[src/rtl/bin_to_seg_display_if.sv]
// bin_to_seg_display_if: load/value request from the game core and the display outputs back.
interface bin_to_seg_display_if;
  logic [11:0] value_in;
  logic        load;
  logic        busy;
  logic [6:0]  seg;
  logic [3:0]  an;
  modport master (output value_in, load, input busy, seg, an);
  modport slave  (input value_in, load, output busy, seg, an);
endinterface

[src/rtl/bin_to_seg_display.sv]
// bin_to_seg_display: sequential double-dabble to BCD, then a multiplexed 4-digit seven-segment driver.
module bin_to_seg_display #(
  parameter int REFRESH_DIV   = 100000,
  parameter bit BLANK_LEADING = 1'b1
) (
  input logic                  clk,
  input logic                  reset,
  bin_to_seg_display_if.slave  bus
);
  localparam int CW = $clog2(REFRESH_DIV);
  typedef enum logic [1:0] {IDLE, SHIFT, COMMIT} state_t;
  state_t         r_state, w_next;
  logic [27:0]    r_scratch;
  logic [3:0]     r_iter;
  logic [15:0]    r_disp_bcd;
  logic [CW-1:0]  r_scan;
  logic [1:0]     r_idx;
  logic [6:0]     r_seg, w_seg;
  logic [3:0]     r_an, w_digit;
  logic [15:0]    w_adj;
  logic           w_tc, w_blank, w_busy;
  always_ff @(posedge clk or negedge reset)
    if (!reset) r_state <= IDLE;
    else        r_state <= w_next;
  always_comb
    w_next = r_state == IDLE  ? (bus.load ? SHIFT : IDLE) :
             r_state == SHIFT ? (r_iter == 4'd11 ? COMMIT : SHIFT) : IDLE;
  always_comb w_busy = r_state != IDLE;
  for (genvar i = 0; i < 4; i++) begin : g_adj
    assign w_adj[4*i +: 4] = r_scratch[12+4*i +: 4] >= 4'd5 ? r_scratch[12+4*i +: 4] + 4'd3
                                                             : r_scratch[12+4*i +: 4];
  end
  // disp_bcd is only ever written in COMMIT, so partial digits never reach the display
  always_ff @(posedge clk or negedge reset)
    if (!reset) begin
      r_scratch  <= '0;
      r_iter     <= '0;
      r_disp_bcd <= '0;
    end else if (r_state == IDLE && bus.load) begin
      r_scratch <= {16'd0, bus.value_in};
      r_iter    <= '0;
    end else if (r_state == SHIFT) begin
      r_scratch <= {w_adj[14:0], r_scratch[11:0], 1'b0};
      r_iter    <= r_iter + 4'd1;
    end else if (r_state == COMMIT) begin
      r_disp_bcd <= r_scratch[27:12];
    end
  assign w_tc = r_scan == CW'(REFRESH_DIV - 1);
  always_ff @(posedge clk or negedge reset)
    if (!reset) begin
      r_scan <= '0;
      r_idx  <= '0;
    end else begin
      r_scan <= w_tc ? '0 : r_scan + 1'b1;
      r_idx  <= w_tc ? r_idx + 2'd1 : r_idx;
    end
  assign w_digit = r_disp_bcd[{r_idx, 2'b00} +: 4];
  always_comb begin
    w_seg = 7'b1111111;
    case (w_digit)
      4'd0: w_seg = 7'b1000000;
      4'd1: w_seg = 7'b1111001;
      4'd2: w_seg = 7'b0100100;
      4'd3: w_seg = 7'b0110000;
      4'd4: w_seg = 7'b0011001;
      4'd5: w_seg = 7'b0010010;
      4'd6: w_seg = 7'b0000010;
      4'd7: w_seg = 7'b1111000;
      4'd8: w_seg = 7'b0000000;
      4'd9: w_seg = 7'b0010000;
      default: w_seg = 7'b1111111;
    endcase
  end
  always_comb
    w_blank = BLANK_LEADING && (r_idx == 2'd3 ? r_disp_bcd[15:12] == 4'd0 :
                                r_idx == 2'd2 ? r_disp_bcd[15:8]  == 8'd0 :
                                r_idx == 2'd1 ? r_disp_bcd[15:4]  == 12'd0 : 1'b0);
  always_ff @(posedge clk or negedge reset)
    if (!reset) begin
      r_an  <= 4'b1111;
      r_seg <= 7'b1111111;
    end else begin
      r_an  <= w_blank ? 4'b1111 : ~(4'b0001 << r_idx);
      r_seg <= w_blank ? 7'b1111111 : w_seg;
    end
  assign bus.busy = w_busy;
  assign bus.seg  = r_seg;
  assign bus.an   = r_an;
endmodule

[src/flat_wrapper.sv]
// flat-port wrapper written by rule: the top's interface ports become plain ports
module bin_to_seg_display_flat 
#(
  parameter int REFRESH_DIV   = 100000,
  parameter bit BLANK_LEADING = 1'b1
)
  (clk, reset, bus_value_in, bus_load, bus_busy, bus_seg, bus_an);
  bin_to_seg_display_if bus_i ();
  input logic clk;
  input logic reset;
  input wire logic [$bits(bus_i.value_in)-1:0] bus_value_in;
  input wire logic [$bits(bus_i.load)-1:0] bus_load;
  output wire logic [$bits(bus_i.busy)-1:0] bus_busy;
  output wire logic [$bits(bus_i.seg)-1:0] bus_seg;
  output wire logic [$bits(bus_i.an)-1:0] bus_an;
  assign bus_i.value_in = bus_value_in;
  assign bus_i.load = bus_load;
  assign bus_busy = bus_i.busy;
  assign bus_seg = bus_i.seg;
  assign bus_an = bus_i.an;
  bin_to_seg_display #(.REFRESH_DIV(REFRESH_DIV), .BLANK_LEADING(BLANK_LEADING)) u_core (.clk(clk), .reset(reset), .bus(bus_i));
endmodule
[config.mk]
export PLATFORM = sky130hd
export DESIGN_NAME = bin_to_seg_display_flat
export DESIGN_NICKNAME = d
export VERILOG_FILES = /design/src/rtl/bin_to_seg_display_if.sv /design/src/rtl/bin_to_seg_display.sv /design/src/flat_wrapper.sv
export SDC_FILE = /design/constraint.sdc
export NUM_CORES = 1
export LEC_CHECK = 0
export ABC_AREA = 1
export CAP_MARGIN = 25
export CORE_ASPECT_RATIO = 0.9
export CORE_MARGIN = 3
export CORE_UTILIZATION = 60
export CTS_CLUSTER_SIZE = 28
export DETAILED_ROUTE_END_ITERATION = 6
export GPL_ROUTABILITY_DRIVEN = 0
export PLACE_DENSITY = 0.81
export SLEW_MARGIN = 20
export SYNTH_ARGS = -nofsm -noshare
export SYNTH_HDL_FRONTEND = slang
export SYNTH_SLANG_ARGS = --single-unit
[constraint.sdc]
create_clock -name clk -period 4.7 [get_ports clk]
set_input_delay 1.175 -clock clk [delete_from_list [all_inputs] [get_ports clk]]
set_output_delay 1.175 -clock clk [all_outputs]
set_load 0.02 [all_outputs]
==> impl_metrics.toml <==
[floorplan]
die_h_um = 84.64
start_util_pct = 62.26
die_area_sq_um = 7903
fp.dieW_um = 93.38
ios = 27
rows = 28
core_area_sq_um = 6621

[timing]
setup_tns_ns = 0
setup_viol = 0
skew_ns = 0.009245
fmax_ghz = 0.3749
relSlewSlack_pct = 36.75
fin_crit_ns = 2.668
tightest_slew_ns = 0.9465
slew_violations = 0
fin_hold_ws_ns = 0.4811
hold_viol_final = 0
rsz0062_at_grt = "false"
period_share_pct = 56.76

[run_status]
outcome = "finished clean"

[route]
initialDrtViolationCount = 180
drcViolationCount = 0
viasPerCell = 5.283
routed-via-count = 3191
drtPass1Iterations = 5
wire_per_inst_um = 12.59
antenna_left = 0
drt_wl_total_um = 7606

[logic_synthesis]
synth_top_area_share_pct = 41.88
synthTopCellsByArea = "dfrtp_1 (42%), nand2_1 (10%), dfstp_2 (7.0%)"
synth_cell_types = 39
synth-seq-cells = 80
syn_inst = 483
synth_edf_count = 0
synth_fp_nets = 517
synth_area_sq_um = 4123
syn_avg_cell_area_sq_um = 8.536
async_reset_ff_share_pct = 100.0
yosys_warnings = 0
yosysTopAreaCell = "dfrtp_1"
synth_seq_area_share_pct = 48.89
synthFlopType = "dfrtp_1"

[grt]
grt-ovfl-total = 0
met3_usage_pct = 4.659
antenna_found_initial = 0
grt_max_degree = 81
grt_pass1_wl_um = 13760
met1_usage_pct = 28.44
globalRouteMet2Util_pct = 35.45
grt-busiest-layer = "met2"
grt.total_usage_pct = 21.58
grt_pass1_vias = 3074

[cts]
cts_buffers = 9
cts_tree = "yes"
ctsResizeCount = 0
clk_pin_slew_ns = 0.08
cts_sinks = 80
clock_latency_ns = 0.35
postCtsSetupBuffers = 0
holdBufCountCts = 0
clockBufferDepth = 2
cts_root_buf = "clkbuf_8"
cts_max_level = 3

[layout]
drive_above_1_share_pct = 10.31
areaGrowthSynthToFinish_pct = 13.02
fill_cells = 488
fin_nets = 543
final_util_pct = 70.37
diodes = 0

[setup_path]
endpoint_kind = "primary output"
critPathLaunchType = "flip-flop"
worst-path-max-fanout = 3
slowest_delay_ns = 0.54
cp.required_ns = 3.52
cp_slowest_cell = "clkdlybuf4s50_1"
criticalPathCategory = "flip-flop to primary output"
crit_chain = "nor2_1 > inv_1 > clkdlybuf4s50_1"
critical_path_arrival_ns = 1.49

[flow_run]
maxCapViolCount = 0

[place]
dp_hpwl_um = 5309
portBuffers = 26

[hold_path]
hold_path.class = "flip-flop to flip-flop"

[pwr]
power.leakage_nw = 2.269
peakVddDrop_mv = 0.3977
p_per_area_nw_per_um2 = 572.8
==> path summary, 6_finish.rpt <==
kind / startpoint / to / slack (ns) / cells after the start
min in group asynchronous: reset / u_core.r_disp_bcd[3] / 0.70 / 1
worst min register to register: u_core.r_scan[0] / u_core.r_scan[0] / 0.48 / 1
worst min-delay path: u_core.r_scan[0] / u_core.r_scan[0] / 0.48 / 1
worst max-delay path: u_core.r_state[0] / bus_busy / 2.03 / 3
max in group asynchronous: reset / u_core.bus.an[3] / 3.37 / 2
worst max register to register: u_core.r_state[1] / u_core.r_iter[1] / 2.78 / 5
==> stage by stage <==
step	worst slack (ns)	instance area, sq um	instances	power [mW]
global placement	1.801	4418	587	2.069
floorplan	2.886	4123	483	1.845
finish	2.032	4659	604	2.669
global route	1.965	4659	604	2.897
CTS	2.016	4632	603	2.678
detailed placement	1.775	4418	587	2.119
==> cell type report <==
type,count,area [sq um],share of cell area (%)
inverters,73,284.0,6.096
well taps,90,112.6,2.417
clock buffers,13,148.9,3.195
repair buffers,27,285.3,6.122
multi-input cells,318,1748,37.51
flip-flops and latches,80,2016,43.26
clock inverters,3,65.06,1.396
==> flip-flops by register name (all words and copies together), names as in the netlist <==
register	count
u_core.r_scratch	28
u_core.r_scan	17
u_core.r_disp_bcd	16
u_core.bus.seg	7
u_core.bus.an	4
u_core.r_iter	4
u_core.r_idx	2
u_core.r_state	2
==> synth_stat cells (3+ instances only) <==
master / n
nand2_1: 113
dfrtp_1: 69
inv_1: 69
nor2_1: 45
nand3_1: 36
o21ai_0: 35
ha_1: 19
dfstp_2: 11
o221ai_1: 11
xor2_1: 10
nand2_2: 9
buf_2: 6
nand2_4: 4
nand4_1: 4
nor3_1: 4
o22ai_1: 4
o32ai_1: 4
nand3_2: 3
nor2_2: 3
==> power by group <==
part | internal, mW | switching (mW)
Clock | 0.314 | 0.236
Sequential | 0.937 | 0.145
Combinational | 0.400 | 0.638
==> cells in the final DEF, fill, tap and decap left out, types with 3 or more instances in the layout <==
cell / synthesis / final
nor2_2: 3 / 3
nor3_1: 4 / 4
clkbuf_1: 2 / 3
nand3_1: 36 / 36
nand2_2: 9 / 9
dfstp_2: 11 / 11
o221ai_1: 11 / 11
clkbuf_8: 0 / 10
o32ai_1: 4 / 4
dfrtp_1: 69 / 69
clkdlybuf4s50_1: 0 / 25
o21ai_0: 35 / 35
nand2_4: 4 / 4
nand4_1: 4 / 4
inv_1: 69 / 69
nand2_1: 113 / 113
ha_1: 19 / 19
nand3_2: 3 / 3
o22ai_1: 4 / 4
xor2_1: 10 / 10
nor2_1: 45 / 45
==> cell families after synthesis <==
family	share of synthesized area, %
and+or+nand+nor	25.25
buffers and inverters	8.710
DFF	48.89
AOI/OAI and AO/OA	9.044
adders and majority gates	5.766
xor gates and xnor gates	2.337
==> worst max-delay path: cells and delay by family (launching register included) <==
kind          cells  cell delay [ns]
buf+inv           2             0.60
simple gates      1             0.15
flops             1             0.40
==> metal layers <==
metal | share of wire, % | up-vias | routed length [um]
li1 | - | 1591 | -
met3 | 4.8 | 12 | 364
met4 | 1.2 | 0 | 92
met1 | 45 | 1511 | 3460
met2 | 48 | 77 | 3688
met5 | 0 | - | 0
Note: power is estimated with default switching activity, not from simulation.
